--- config.mk ---
export PLATFORM = sky130hd
export DESIGN_NAME = lfsr_seq_ctrl
export DESIGN_NICKNAME = d
export VERILOG_FILES = /design/src/rtl/lfsr_seq_ctrl.sv
export SDC_FILE = /design/constraint.sdc
export NUM_CORES = 1
export LEC_CHECK = 0
export ABC_AREA = 1
export ABC_CLOCK_PERIOD_IN_PS = 1800
export CORE_ASPECT_RATIO = 0.6
export CORE_MARGIN = 5
export CORE_UTILIZATION = 47
export DETAILED_ROUTE_END_ITERATION = 6
export GPL_ROUTABILITY_DRIVEN = 1
export PLACE_DENSITY = 0.82
export SLEW_MARGIN = 10
export SYNTH_ARGS = -nofsm -noshare
export SYNTH_HDL_FRONTEND = slang
export SYNTH_SLANG_ARGS = --single-unit
--- constraint.sdc ---
create_clock -name i_clk -period 1.8 [get_ports i_clk]
set_clock_uncertainty 0.1 [all_clocks]
set_input_delay 0.36 -clock i_clk [delete_from_list [all_inputs] [get_ports i_clk]]
set_output_delay 0.36 -clock i_clk [all_outputs]
set_load 0.1 [all_outputs]
--- src/rtl/lfsr_seq_ctrl.sv ---
// Drives an external negedge 8-bit shift register as an LFSR: load seed, shift N times, capture result.
// Latency: N+1 cycles start-to-done; new start accepted every N+3 cycles.
module lfsr_seq_ctrl (
    input  logic       i_clk,
    input  logic       i_rst,
    input  logic       i_start,
    input  logic [7:0] i_seed,
    input  logic [7:0] i_steps,
    input  logic [7:0] i_q,
    output logic [2:0] o_ctr,
    output logic [7:0] o_load_val,
    output logic       o_in_data,
    output logic       o_busy,
    output logic       o_done,
    output logic [7:0] o_rnd
);

    typedef enum logic [1:0] {S_IDLE, S_LOAD, S_RUN, S_DONE} state_t;

    localparam logic [2:0] CTR_CLR  = 3'd0;
    localparam logic [2:0] CTR_LOAD = 3'd1;
    localparam logic [2:0] CTR_SHR  = 3'd5;

    state_t     r_state, w_state_nxt;
    logic [2:0] r_ctr, w_ctr_nxt;
    logic [7:0] r_load_val, w_load_val_nxt;
    logic [7:0] r_cnt, w_cnt_nxt;
    logic [7:0] r_rnd, w_rnd_nxt;
    logic       r_busy, w_busy_nxt;
    logic       r_done, w_done_nxt;

    always_comb begin
        w_state_nxt    = r_state;
        w_ctr_nxt      = r_ctr;
        w_load_val_nxt = r_load_val;
        w_cnt_nxt      = r_cnt;
        w_rnd_nxt      = r_rnd;
        w_busy_nxt     = r_busy;
        w_done_nxt     = r_done;
        case (r_state)
            S_IDLE: begin
                // The shift register has no hold code, so idling reloads the current result.
                w_ctr_nxt      = CTR_LOAD;
                w_load_val_nxt = r_rnd;
                w_busy_nxt     = 1'b0;
                w_done_nxt     = 1'b0;
                if (i_start) begin
                    w_state_nxt    = S_LOAD;
                    w_load_val_nxt = (i_seed == 8'h00) ? 8'h01 : i_seed;
                    w_cnt_nxt      = i_steps;
                    w_busy_nxt     = 1'b1;
                end
            end
            S_LOAD: begin
                w_state_nxt = S_RUN;
                w_ctr_nxt   = CTR_SHR;
            end
            S_RUN: begin
                // A loaded count of 0 wraps to 255 here, giving a 256-step run.
                w_cnt_nxt = r_cnt - 8'd1;
                w_ctr_nxt = CTR_SHR;
                if (r_cnt == 8'd1) begin
                    w_state_nxt    = S_DONE;
                    w_rnd_nxt      = i_q;
                    w_load_val_nxt = i_q;
                    w_ctr_nxt      = CTR_LOAD;
                    w_done_nxt     = 1'b1;
                end
            end
            S_DONE: begin
                w_state_nxt = S_IDLE;
                w_ctr_nxt   = CTR_LOAD;
                w_done_nxt  = 1'b0;
                w_busy_nxt  = 1'b0;
            end
            default: begin
                w_state_nxt = S_IDLE;
            end
        endcase
    end

    always_ff @(posedge i_clk) begin
        if (i_rst) begin
            r_state    <= S_IDLE;
            r_ctr      <= CTR_CLR;
            r_load_val <= 8'h00;
            r_cnt      <= 8'h00;
            r_rnd      <= 8'h00;
            r_busy     <= 1'b0;
            r_done     <= 1'b0;
        end else begin
            r_state    <= w_state_nxt;
            r_ctr      <= w_ctr_nxt;
            r_load_val <= w_load_val_nxt;
            r_cnt      <= w_cnt_nxt;
            r_rnd      <= w_rnd_nxt;
            r_busy     <= w_busy_nxt;
            r_done     <= w_done_nxt;
        end
    end

    assign o_in_data  = i_q[0] ^ i_q[2] ^ i_q[3] ^ i_q[4];
    assign o_ctr      = r_ctr;
    assign o_load_val = r_load_val;
    assign o_busy     = r_busy;
    assign o_done     = r_done;
    assign o_rnd      = r_rnd;

endmodule
# == Yosys cells after proc, flatten, opt, wreduce, memory -nomap -nowiden ==
# Cells that the tools add are included.
# totals
out_inout_bits,22
reg_bits,31
wordCells,43
# classes
n_mux,15
n_addsub,1
bitwise,3
eq_ne,6
n_reduce_logical,11
# ops
operator,n
2-to-1 mux 8 bit,4
case mux 8 bit (2 select lines),2
AND reduction 2 bit,5
case mux 3 bit (3 select lines),1
== test 8 x 1 -> 1 bit (second input constant),1
zero test 8 bit,1
case mux 2 bit (4 select lines),1
subtractor 8 x 1 -> 8 bit (second input constant),1
nonzero test 2 bit,3
== test 2 bit (second input constant),2
2-to-1 mux 2 bit,2
!= test 2 bit (second input constant),2
case mux 1 bit (2 select lines),2
2-to-1 mux 3 bit,1
XOR 1 bit,3
== test 2 x 1 -> 1 bit (second input constant),1
zero test 2 bit,1
2-to-1 mux 1 bit,2
OR reduction 2 bit,1

# == Longest topological paths before layout ==
# Gate-level depths: netlist of run 1.
# depth
ltp_word,4
depth_mapped,9

# == Least setup slack after synthesis of run 1 ==
# Ideal clock, no wire load.
# synth_timing
kind,input to output
start,input i_q[2]
end,output o_in_data
stages,2
t_arrival_ns,2.077
required_ns,1.340
setup_slack_ns,-0.737
n_path_buf,0
cell_sequence,xor2_1 -> xnor2_1
# synth_via
elab_chain_len,3
# synth_rtl
element,line_no,text
"start, declared",9,"input logic [7:0] i_q,"
XOR 1 bit (3 in a row),102,assign o_in_data = i_q[0] ^ i_q[2] ^ i_q[3] ^ i_q[4];
"end, declared",12,"output logic o_in_data,"
# No other way between the ends.

# == Worst setup path after layout of run 1 ==
# layout_timing
start,input i_q[0]
end,output o_in_data
# The elaborated chain is that of the path after synthesis.

==> impl_metrics.csv, run 1 <==
group,metric,value,unit
outcome,outcome,"finished, final reports clean",
critical_path,worst-setup-path-type,"input port to primary output",
pwr,power.leakage,1.07,nW
critical_path,crit_family,"buffers and inverters",
global_routing,grt_first_pass_wirelength,7670,um
synthesis,synth-xor-area-share,1.54,%
pwr,power_density,1730,nW/um^2
critical_path,rrSetupSlack,0.14,ns
sta,hold_viol,0,
clock_tree,cts_buffer_depth,2,
clock_tree,clock_sinks,30,
synthesis,synth-simple-area-share,26.0,%
global_routing,grt_max_degree,17,
global_routing,grt_pass1_vias,1530,
final_layout,final_common_cell,"nand2_1",
sta,min_period,1.73,ns
global_routing,grt.overflow.total,0,
critical_path,cp_cell_sequence,"dlygate4sd2_1 -> xnor2_2 -> xnor2_4 -> buf_12",
routing,viasPerCell,5.22,
routing,wl_met3,420,um
synthesis,ys_ff_latch,30,
critical_path,startpoint_type,"input port",
critical_path,worstPathArrival,1.27,ns
sta,whs,0.381,ns
floorplanning,start_util,50.6,%
sta,setup_viol_count_final,0,
synthesis,synth_compound_area_share,22.8,%
synthesis,ys.flop_type,"dfxtp_1",
floorplanning,design.core.area,3360,um^2
synthesis,ys_async_sr_fraction,0,%
place,place_hpwl,3590,um
synthesis,muxShareOfSynthArea,0,%
final_layout,layout-drive-gt1-share,26.0,%
global_routing,antenna_found_initial,0,
routing,detail_route.wl_per_cell,14.4,um
clock_tree,tritoncts,"built",
final_layout,final_cell_mix,"nand2_1 (44), nor2_1 (33), dfxtp_1 (30)",
routing,num_vias,1702,
worst_hold_path,worstHoldPathType,"flop to flop",
critical_path,critical-path-slowest-cell,"xnor2_2",
routing,route.met2.wl,2000,um
floorplanning,io_pins,49,
place,io_buffers,47,
routing,drt-initial-drc-count,191,
routing,wl_met1,2260,um
clock_tree,clock_latency,0.28,ns
floorplanning,die-area,4960,um^2
synthesis,synth.area.top_cells,"dfxtp_1 (35%), nand2_1 (9.7%), nor2_1 (7.3%)",
clock_tree,htree_num_levels,2,
critical_path,required,1.34,ns
synthesis,synth_edf_count,0,
synthesis,synth.top_cell.area_share,35.3,%
synthesis,synth_top_area_cell,"dfxtp_1",
place,globalplace.congestion,0.901,
sta,setup_tns,0,ns
synthesis,synthesis.area,1700,um^2
pwr,ir_drop,0.00119,V
critical_path,max_stage_delay,0.29,ns
synthesis,ys_warn_count,0,
floorplanning,dieHeight,56.6,um
clock_tree,root_buffer,"clkbuf_8",
routing,top_layer_used,"met4",
final_layout,fin_util,76.2,%
routing,drtAntennaViolNets,0,
critical_path,worst-path-buf-inv,2,
sta,drv_slew,0,
critical_path,crit_fanout,2,
final_layout,antenna_cells,0,
routing,firstDrtPassIters,4,
critical_path,cp-end-kind,"primary output",
sta,period_share,96.2,%
clock_tree,numCtsBuffers,5,
synthesis,synth_fa_ha_area_share,3.68,%
global_routing,grtUsageTotal,19.9,%
synthesis,yosysSeqAreaShare,35.3,%
final_layout,syn_to_final_growth,50.6,%
floorplanning,fp-row-count,16,
floorplanning,die_w,87.7,um
synthesis,synthesis.instances,227,
final_layout,final_nets,314,
routing,route.detailed.drc,0,
sta,fmaxAchievable,578,MHz
final_layout,n_fill_cell,240,
flow_run,drv_cap,0,
synthesis,synth_top_family_by_area,"simple AND/OR/NAND/NOR gates",
routing,wirelength,4700,um
clock_tree,postCtsSetupRepairBufs,0,
synthesis,syn_nets,259,
synthesis,ys_types,38,
clock_tree,cts.clk_slew.worst_paths,0.06,ns
synthesis,syn_area_per_cell,7.50,um^2
==> cell families (layout without fill, tap and decap cells) <==
logic type / after synthesis / after routing
AOI/OAI and AO/OA: 61 / 61
xor gates and xnor gates: 3 / 3
adders and majority gates: 5 / 5
buffers and inverters: 31 / 85
DFF: 30 / 30
other: 1 / 1
and+or+nand+nor: 96 / 96
==> per-stage QoR <==
| stage | cell area, um^2 | total power, mW | cells | setup slack [ns] |
|---|---|---|---|---|
| after floorplan | 1720 | 3.10 | 227 | 0.167 |
| after detailed placement | 2470 | 3.86 | 320 | -0.254 |
| after CTS | 2550 | 4.40 | 326 | 0.0549 |
| after global placement | 2470 | 3.81 | 320 | -0.202 |
| final | 2560 | 4.44 | 326 | 0.0686 |
| after global routing | 2560 | 4.68 | 326 | -0.000904 |
==> metal layers <==
metal | vias to the layer above | track usage [%]
met3 | 4 | 5.12
met5 | - | 0
li1 | 858 | -
met4 | 0 | 5.25
met2 | 78 | 27.9
met1 | 762 | 29.7
==> final cells by class <==
type	instances	area (um^2)	area share, %
well taps	45	56.3	2.20
clock buffers	6	82.6	3.22
repair buffers	59	778	30.4
inverters	20	85.1	3.32
multi-input cells	166	960	37.5
flip-flops and latches	30	601	23.4
==> registers in the layout (all words and copies together), names as in the netlist <==
signal,count
o_load_val,8
o_ctr,2
o_done,1
r_state,2
r_cnt,8
o_rnd,8
o_busy,1
==> power by group <==
part | leakage, nW | internal [mW] | total [mW] | switching [mW]
clock | 0.0431 | 0.294 | 0.530 | 0.236
combinational | 0.780 | 1.02 | 2.85 | 1.83
sequential | 0.247 | 0.869 | 1.06 | 0.187
total | 1.07 | 2.18 | 4.44 | 2.25
==> Yosys cell counts (all sizes together), types with 2 or more instances <==
| master | n |
|---|---|
| nand2 | 49 |
| dfxtp | 30 |
| o21ai | 26 |
| xnor2 | 2 |
| a211oi | 4 |
| a21oi | 21 |
| nand3 | 9 |
| o21a | 2 |
| buf | 10 |
| a31o | 6 |
| nor2 | 35 |
| ha | 5 |
| inv | 20 |
==> repair_timing <==
item                       4_1_cts  5_1_grt
hold endpoints to repair         0        0
pin swaps                        1        0
hold buffers                     0        0
setup endpoints to repair        1        8
resized for setup                5        2
==> worst paths after layout <==
kind / startpoint / end / depth (start not counted)
max: i_q[0] / o_in_data / 4
min: r_cnt[4] / r_cnt[4] / 2
max reg2reg: r_state[0] / o_load_val[6] / 7
min reg2reg: r_cnt[4] / r_cnt[4] / 2
==> tightest hold or removal path, cell delays in order (launching register included) <==
cell     delay (ns)
dfxtp_1        0.32
nand2_1        0.07
a21oi_1        0.05
No activity file was read; power rests on OpenSTA's default activity.
==> run 2: changes to the inputs <==
Settings changed: TNS_END_PERCENT from default to 50.
==> results of run 2 <==
Same layout as run 1: the final DEF is identical, and so are final timing and power.
